$ cat src/rtl/inst_aligner_pkg.sv
// inst_aligner_pkg
//   Shared definitions for the instruction aligner: FSM state encoding,
//   the "full-length instruction" opcode marker and a small classifier.
package inst_aligner_pkg;

  typedef enum logic [1:0] {
    S_REQ  = 2'd0,
    S_WAIT = 2'd1,
    S_OUT  = 2'd2
  } state_t;

  // Low two bits of a 32-bit (uncompressed) instruction.
  localparam logic [1:0] C_OPCODE_FULL = 2'b11;

  // True when the halfword is the low half of a 32-bit instruction.
  function automatic logic is_full(input logic [15:0] half);
    return half[1:0] == C_OPCODE_FULL;
  endfunction

endpackage

$ cat src/rtl/inst_aligner.sv
// inst_aligner
//   Turns a stream of little-endian 32-bit instruction words into a stream
//   of individual 16/32-bit instructions with their PCs. Keeps one upper
//   halfword as a residual so 32-bit instructions may straddle word
//   boundaries. At most one memory request is outstanding at any time.
//
// Ports
//   clk               in   clock, rising edge
//   rst               in   asynchronous active-high reset
//   mem_req           out  one-cycle word fetch request
//   mem_addr          out  word-aligned fetch address
//   mem_valid         in   fetch response valid
//   mem_data          in   fetch response word
//   redirect          in   flush and restart at redirect_pc (highest priority)
//   redirect_pc       in   new PC, bit 0 ignored
//   out_valid         out  instruction outputs valid
//   out_ready         in   downstream accepts the instruction
//   out_instr         out  instruction; compressed ones are zero-extended,
//                          bits [15:0] feed the decompressor
//   out_is_compressed out  out_instr[1:0] != 2'b11
//   out_pc            out  address of out_instr
module inst_aligner
  import inst_aligner_pkg::*;
#(
  parameter logic [31:0] RESET_PC = 32'h0000_0000
) (
  input  logic        clk,
  input  logic        rst,
  output logic        mem_req,
  output logic [31:0] mem_addr,
  input  logic        mem_valid,
  input  logic [31:0] mem_data,
  input  logic        redirect,
  input  logic [31:0] redirect_pc,
  output logic        out_valid,
  input  logic        out_ready,
  output logic [31:0] out_instr,
  output logic        out_is_compressed,
  output logic [31:0] out_pc
);

  state_t      r_state,      w_state;
  logic [31:0] r_fetch_addr, w_fetch_addr;
  logic        r_skip_low,   w_skip_low;
  logic [15:0] r_res,        w_res;
  logic        r_res_v,      w_res_v;
  logic        r_drop,       w_drop;
  logic [31:0] r_instr,      w_instr;
  logic        r_is_c,       w_is_c;
  logic [31:0] r_pc,         w_pc;

  always_ff @(posedge clk or posedge rst) begin
    if (rst) begin
      r_state      <= S_REQ;
      r_fetch_addr <= {RESET_PC[31:2], 2'b00};
      r_skip_low   <= RESET_PC[1];
      r_res        <= '0;
      r_res_v      <= 1'b0;
      r_drop       <= 1'b0;
      r_instr      <= '0;
      r_is_c       <= 1'b0;
      r_pc         <= RESET_PC;
    end else begin
      r_state      <= w_state;
      r_fetch_addr <= w_fetch_addr;
      r_skip_low   <= w_skip_low;
      r_res        <= w_res;
      r_res_v      <= w_res_v;
      r_drop       <= w_drop;
      r_instr      <= w_instr;
      r_is_c       <= w_is_c;
      r_pc         <= w_pc;
    end
  end

  always_comb begin
    w_state      = r_state;
    w_fetch_addr = r_fetch_addr;
    w_skip_low   = r_skip_low;
    w_res        = r_res;
    w_res_v      = r_res_v;
    w_drop       = r_drop;
    w_instr      = r_instr;
    w_is_c       = r_is_c;
    w_pc         = r_pc;

    // A response owed to a request from before a redirect is swallowed
    // here; the FSM never reaches S_WAIT while the drop flag is set.
    if (r_drop && mem_valid) begin
      w_drop = 1'b0;
    end else if (redirect && (r_state == S_WAIT) && !mem_valid) begin
      w_drop = 1'b1;
    end

    if (redirect) begin
      w_state      = S_REQ;
      w_res_v      = 1'b0;
      w_pc         = redirect_pc & ~32'd1;
      w_fetch_addr = redirect_pc & ~32'd3;
      w_skip_low   = redirect_pc[1];
    end else begin
      unique case (r_state)
        S_REQ: begin
          if (!r_drop) w_state = S_WAIT;
        end
        S_WAIT: begin
          if (mem_valid) begin
            w_fetch_addr = r_fetch_addr + 32'd4;
            w_res        = mem_data[31:16];
            if (r_skip_low) begin
              // Entered mid-word: only the upper halfword is useful.
              w_skip_low = 1'b0;
              if (!is_full(mem_data[31:16])) begin
                w_instr = {16'h0000, mem_data[31:16]};
                w_is_c  = 1'b1;
                w_res_v = 1'b0;
                w_state = S_OUT;
              end else begin
                w_res_v = 1'b1;
                w_state = S_REQ;
              end
            end else if (r_res_v) begin
              w_instr = {mem_data[15:0], r_res};
              w_is_c  = 1'b0;
              w_res_v = 1'b1;
              w_state = S_OUT;
            end else if (!is_full(mem_data[15:0])) begin
              w_instr = {16'h0000, mem_data[15:0]};
              w_is_c  = 1'b1;
              w_res_v = 1'b1;
              w_state = S_OUT;
            end else begin
              w_instr = mem_data;
              w_is_c  = 1'b0;
              w_res_v = 1'b0;
              w_state = S_OUT;
            end
          end
        end
        S_OUT: begin
          if (out_ready) begin
            w_pc = r_pc + (r_is_c ? 32'd2 : 32'd4);
            if (r_res_v && !is_full(r_res)) begin
              w_instr = {16'h0000, r_res};
              w_is_c  = 1'b1;
              w_res_v = 1'b0;
            end else begin
              w_state = S_REQ;
            end
          end
        end
        default: w_state = S_REQ;
      endcase
    end
  end

  // Suppressed under redirect so a request is never orphaned by the flush.
  assign mem_req           = (r_state == S_REQ) && !r_drop && !redirect && !rst;
  assign mem_addr          = r_fetch_addr;
  assign out_valid         = (r_state == S_OUT);
  assign out_instr         = r_instr;
  assign out_is_compressed = r_is_c;
  assign out_pc            = r_pc;

endmodule

$ cat config.mk
export PLATFORM = sky130hd
export DESIGN_NAME = inst_aligner
export DESIGN_NICKNAME = d
export VERILOG_FILES = /design/src/rtl/inst_aligner_pkg.sv /design/src/rtl/inst_aligner.sv
export SDC_FILE = /design/constraint.sdc
export NUM_CORES = 1
export LEC_CHECK = 0
export BUFFER_PORTS_ARGS = -buffer_cell sky130_fd_sc_hd__buf_2
export CORE_MARGIN = 2
export CORE_UTILIZATION = 45
export DETAILED_ROUTE_END_ITERATION = 7
export PLACE_DENSITY = 0.69
export SLEW_MARGIN = 10
export SYNTH_ARGS = -nofsm -noshare
export SYNTH_HDL_FRONTEND = slang
export SYNTH_SLANG_ARGS = --single-unit
$ cat constraint.sdc
create_clock -name clk -period 4.2 [get_ports clk]
set_input_delay 0.84 -clock clk [delete_from_list [all_inputs] [get_ports clk]]
set_output_delay 0.84 -clock clk [all_outputs]
set_load 0.01 [all_outputs]
# After elaboration in Yosys (flattened, before gate mapping)

Cells that the tools add are included.

Bits of input ports: 69
Flip-flop bits (word level): 118
Output and inout bits: 99

Bitwise logic cells: 1
$add $sub $neg: 2
Eq/ne operators: 14
Muxes and demuxes: 44
Reductions and logical operators: 26

Operators with widths:

| operator                                            | number |
|---|---|
| 2-to-1 mux 32 bit                                   | 13 |
| case mux 32 bit (2 select lines)                    | 1 |
| adder 32 x 3 -> 32 bit                              | 1 |
| adder 32 x 3 -> 32 bit, second input constant       | 1 |
| 2-to-1 mux 1 bit                                    | 19 |
| 2-to-1 mux 2 bit                                    | 7 |
| != test 3 bit, second input constant                | 4 |
| nonzero test 2 bit                                  | 6 |
| equality test 2 bit, second input constant          | 4 |
| AND reduction 4 bit                                 | 2 |
| logical AND 1 bit                                   | 7 |
| != test 3 x 2 -> 1 bit, second input constant       | 2 |
| case mux 2 bit (3 select lines)                     | 1 |
| AND reduction 6 bit                                 | 1 |
| logical NOT 1 bit                                   | 5 |
| != test 2 x 1 -> 1 bit, second input constant       | 2 |
| case mux 1 bit (2 select lines)                     | 2 |
| AND reduction 2 bit                                 | 2 |
| 2-to-1 mux 3 bit                                    | 1 |
| AND reduction 3 bit                                 | 1 |
| nonzero test 3 bit                                  | 1 |
| equality test 2 x 1 -> 1 bit, second input constant | 1 |
| logical NOT 2 bit                                   | 1 |
| != test 2 bit, second input constant                | 1 |
| NOT 1 bit                                           | 1 |

# Logic depth before layout (Yosys ltp)

Word-level depth: 7
Mapped depth: 9
Mapped depth without buffers: 7

# Least setup slack after synthesis

Ideal clock, no wire load.

Path type: register to register
Start point: reg r_is_c, in the netlist out_is_compressed
End point: reg r_pc[21], in the netlist out_pc[21]
Cell stages (with the launch flop): 10
Path buffers: 2
Required time: 4118 ps
Path slack: 1639 ps
Data arrival time: 2479 ps
Period minus slack after synthesis: 2561 ps
Path through: dfrtp_1 -> ha_1 -> inv_1 -> fa_1 -> nand4bb_1 -> buf_2 -> or4_4 -> buf_6 -> or4_1 -> a31oi_1

Longest elaborated chain between the ends: 5

Ends and longest elaborated chain:

| item                     | RTL line            | RTL |
|---|---|---|
| start: declaration       | inst_aligner.sv:49  | `logic r_is_c, w_is_c;` |
| start signal: assignment | inst_aligner.sv:71  | `r_is_c <= w_is_c;` |
| 2-to-1 mux 3 bit         | inst_aligner.sv:142 | `w_pc = r_pc + (r_is_c ? 32'd2 : 32'd4);` |
| adder 32 x 3 -> 32 bit   | inst_aligner.sv:142 |  |
| 2-to-1 mux 32 bit        | inst_aligner.sv:141 | `if (out_ready) begin` |
| 2-to-1 mux 32 bit        | inst_aligner.sv:102 | `unique case (r_state)` |
| 2-to-1 mux 32 bit        | inst_aligner.sv:95  | `if (redirect) begin` |
| end signal: assignment   | inst_aligner.sv:72  | `r_pc <= w_pc;` |
| end: declaration         | inst_aligner.sv:50  | `logic [31:0] r_pc, w_pc;` |

No other way between the ends. The select of a mux whose other input is x is not followed.
A chain may end at the register's enable or synchronous reset.

# Worst setup path after layout

Start point: reg r_state[0]
End point: out out_valid

Longest elaborated chain between the ends: 1

Ends and longest elaborated chain:

| item                     | RTL line            | RTL |
|---|---|---|
| start: declaration       | inst_aligner.sv:42  | `state_t r_state, w_state;` |
| start signal: assignment | inst_aligner.sv:64  | `r_state <= w_state;` |
| equality test 2 bit      | inst_aligner.sv:160 | `assign out_valid = (r_state == S_OUT);` |
| end: declaration         | inst_aligner.sv:35  | `output logic out_valid,` |

No other way between the ends.

==> results by stage <==
Cells and area:
- The share of layout cells above drive strength 1 is 0.3258.
- At the end of the flow the core is filled with cells to 0.5628.
- The count of antenna diodes in the layout is 0.
- The layout has 1262 filler cells.
- The net count of the finished layout is 901.
- The final cell count without fillers is 1025.
- The area growth from synthesis to final layout is 22.20%.

Setup path:
- The critical path goes through nand2b_1, inv_1, buf_2.
- On the critical path, the stage with the largest delay is an instance of dfrtp_1.
- The maximum net fanout on the critical path is 28.
- The endpoint of the most critical register-to-register path is out_pc[21].
- The category of the worst setup path capture point is an output port.
- The data arrival time of the critical path is 2.22 ns.
- On the critical path the largest part of the delay comes from flip-flops.
- The critical path starts at r_state[0].
- The origin of the critical flop-to-flop path is out_is_compressed.
- The critical path is of the reg2out type.
- The required time of the worst setup path is 3.36 ns.
- The critical path's largest stage delay is 0.87 ns.
- The launching element type of the critical path is a register.
- The number of buffers and inverters on the critical path is 2.
- The worst register-to-register path has a setup slack of 1.21 ns.
- Measured in cells, the most critical reg-to-reg path has a length of 7.

Drt:
- The detail route stage leaves a number of antenna-violating nets equal to 0.
- The total routed wirelength is 19110 um.
- Using the TritonRoute via totals, the vias-per-cell ratio works out to 5.974.
- After detailed routing, the number of remaining DRC violations is 0.
- The first-pass iteration count of the detailed router is 6.
- After the first detailed-routing iteration, the DRC count stood at 572.
- The via count of the routed design is 6123.
- The routed wirelength normalized by instance count is 18.64 um.

Clock network:
- The number of buffers inserted for hold repair after clock tree synthesis is 0.
- TritonCTS created 17 clock buffers.
- In this run the clock root is driven by a clkbuf_16.
- The H-tree was split into 4 levels.
- The quantity of gates resized following cts is 0.
- The clock passes through at most 2 buffers.
- TritonCTS built the clock tree.
- Counting every sink on the clock net gives 115.
- After clock tree synthesis, the clock-pin slew on the worst setup and hold paths is 0.06 ns.
- The number of setup buffers added after CTS is 0.
- At the later pin of the worst-skew pair, clock insertion delay measures 0.42 ns.

Logic synthesis:
- In the post-synthesis netlist, the cell with the most instances is dfrtp_1.
- Sorting the synthesized cells by how often they occur yields dfrtp_1, mux2_2, nor2_1.
- In this run, synthesis produced a sequential element count of 115.
- The count of different cell masters after synthesis is 60.
- Of the synthesized area, sequential elements account for 0.4315.
- During synthesis, Yosys emitted a total of 0 warnings.
- The flip-flop cell with the highest count after synthesis is dfrtp_1.
- The area fraction of the dominant cell type after synthesis is 0.4315.
- By area the synthesized netlist is led by dfrtp_1, mux2_2, a31oi_1.
- The post-synthesis instance total is 690.
- After synthesis, the share of flip-flops with an asynchronous set or reset is 1.000.
- The leading area contributor after synthesis is dfrtp_1.
- The average size of a mapped cell is 9.665 um^2.
- Counting flops with a built-in enable in the synthesized netlist gives 0.
- The mapped netlist covers 0.006669 mm^2.

Pwr:
- The total power density per cell area is 460.2 mW/mm^2.
- The analysis attributes to cell leakage a power of 3.623 nW.
- The worst-case IR drop observed on VDD is 0.3206 mV.

Worst hold path:
- The worst hold path depth is 1.
- The worst hold-check path type is reg2reg.
- For hold timing, the worst endpoint is out_instr[7].
- The startpoint identified for the worst hold timing path is out_instr[7].

Placed design:
- Detailed placement finished with a half-perimeter wire length of 13290 um.
- The global placement routability congestion is 0.7828.
- Input and output buffers added on the ports amount to 163.
- The placed cell count is 993.

Timing:
- The worst path needs 3.063 ns of the cycle, external delays included.
- Setup repair after global routing left no endpoint under its margin.
- Setup violations remaining at the end of the flow were counted as 0.
- Derived from the worst setup path, the maximum achievable clock frequency is 326.4 MHz.
- Dividing the final minimum period by the clock period gives 0.7294.
- The worst clock skew is 0.01024 ns.
- The slew of the pin with the lowest slew margin is 1.083 ns.
- The final-layout setup total negative slack is 0 ns.
- The max-slew headroom at the worst pin is 0.2783.
- The count of final hold-check violations is 0.
- The number of pins with negative max-slew slack in the final report is 0.

Global routing:
- The number of global-route vias before repair is 6064.
- In the global route stage, overall resource usage came out at 0.2453.
- The total grt overflow is 0.
- The largest net degree at the start of global routing is 61.
- The global-route wire length before repair is 31340 um.
- The initial antenna violation count is 0.

Floorplanning:
- The core region is 0.01448 mm^2.
- For this configuration, the core starts out at a cell density of 0.4606.
- In this run the core area contains 44 standard-cell rows.
- The die is 125.7 um tall.
- The die area is 0.01581 mm^2.
- The horizontal die dimension is 125.7 um.
- The number of top-level pins is 168.

Job:
- The max capacitance violation total is 0.

Run status:
- The flow ran to the end, and the final reports show no timing, DRC or antenna violations.
cell families after synthesis:
logic type,count (synthesis),share of synthesized area
buffers and inverters,72,0.04728
AOI/OAI and AO/OA,152,0.1503
adders and majority gates,4,0.008631
other,1,0.0005623
muxes,62,0.1039
xor gates and xnor gates,20,0.02627
and+or+nand+nor,264,0.2315
DFF,115,0.4315
cells in the final DEF, fill, tap and decap left out, types with 4 or more instances in the layout:
cell,n
and4_1,14
o31ai_1,9
nand2b_1,7
buf_2,163
xor2_1,7
o311a_1,4
nor2b_1,5
or3_1,6
o21ai_0,28
nand2_1,30
xnor2_1,13
inv_6,4
o31a_1,4
nand3_1,17
inv_1,14
nor4_1,20
clkbuf_16,17
a31oi_1,45
or4_1,14
buf_4,9
nand4_1,13
and3b_1,17
a22oi_1,14
a311oi_1,4
mux2_2,58
a21oi_1,18
and3_1,5
dfrtp_1,115
nor2_1,57
clkinvlp_4,4
mux2i_1,4
nor3_1,19
nor3b_1,8
and2_1,18
a211oi_1,14
power by group:
part           internal (mW)  total (mW)  switching [mW]  leakage [nW]
combinational          0.375       0.800           0.425          1.97
clock                  0.893        1.45           0.553         0.280
sequential              1.31        1.50           0.192          1.38
total                   2.58        3.75            1.17          3.62
worst max-delay path by stage:
stage	endpoint	depth (start not counted)	slack [ns]
6_report	out_valid	3	1.14
2_1_floorplan	mem_addr[10]	1	0.32
4_1_cts	out_valid	3	1.14
3_3_place_gp	out_pc[23]	7	1.35
3_5_place_dp	out_pc[21]	7	1.24
5_1_grt	out_valid	3	0.98
sequential cells by signal (all words and copies together) (netlist names):
signal	count
r_state	2
r_skip_low	1
r_res_v	1
r_res	16
out_instr	32
mem_addr	30
r_drop	1
out_pc	31
out_is_compressed	1
stage by stage:
stage	hold WS [ns]	cell area [um^2]	power, mW	worst slack (ns)
finish	0.4991	8149	3.750	1.137
global route	0.5164	8149	3.920	0.9834
CTS	0.5010	8149	3.773	1.142
detailed placement	0.4877	7557	2.316	1.240
global placement	0.4846	7557	2.275	1.347
floorplan	0.4686	6676	1.973	0.3159
layout make-up:
type | count | area, um^2 | share of cell area
clock buffer | 18 | 439.2 | 0.05389
clock inverter | 14 | 152.6 | 0.01873
inverter | 16 | 62.56 | 0.007677
multi-input combinational | 505 | 3483 | 0.4275
sequential | 115 | 2878 | 0.3531
tap | 184 | 230.2 | 0.02825
timing repair buffer | 173 | 903.4 | 0.1109
layer usage:
layer  up-vias  GRT usage  wire length (um)
met5         -          0                 0
met4         0    0.09179               322
met3        28    0.06839              1434
met2       248     0.3901              9242
met1      2972     0.3217              8107
li1       2875          -                 -
(Power assumes the default switching activity.)
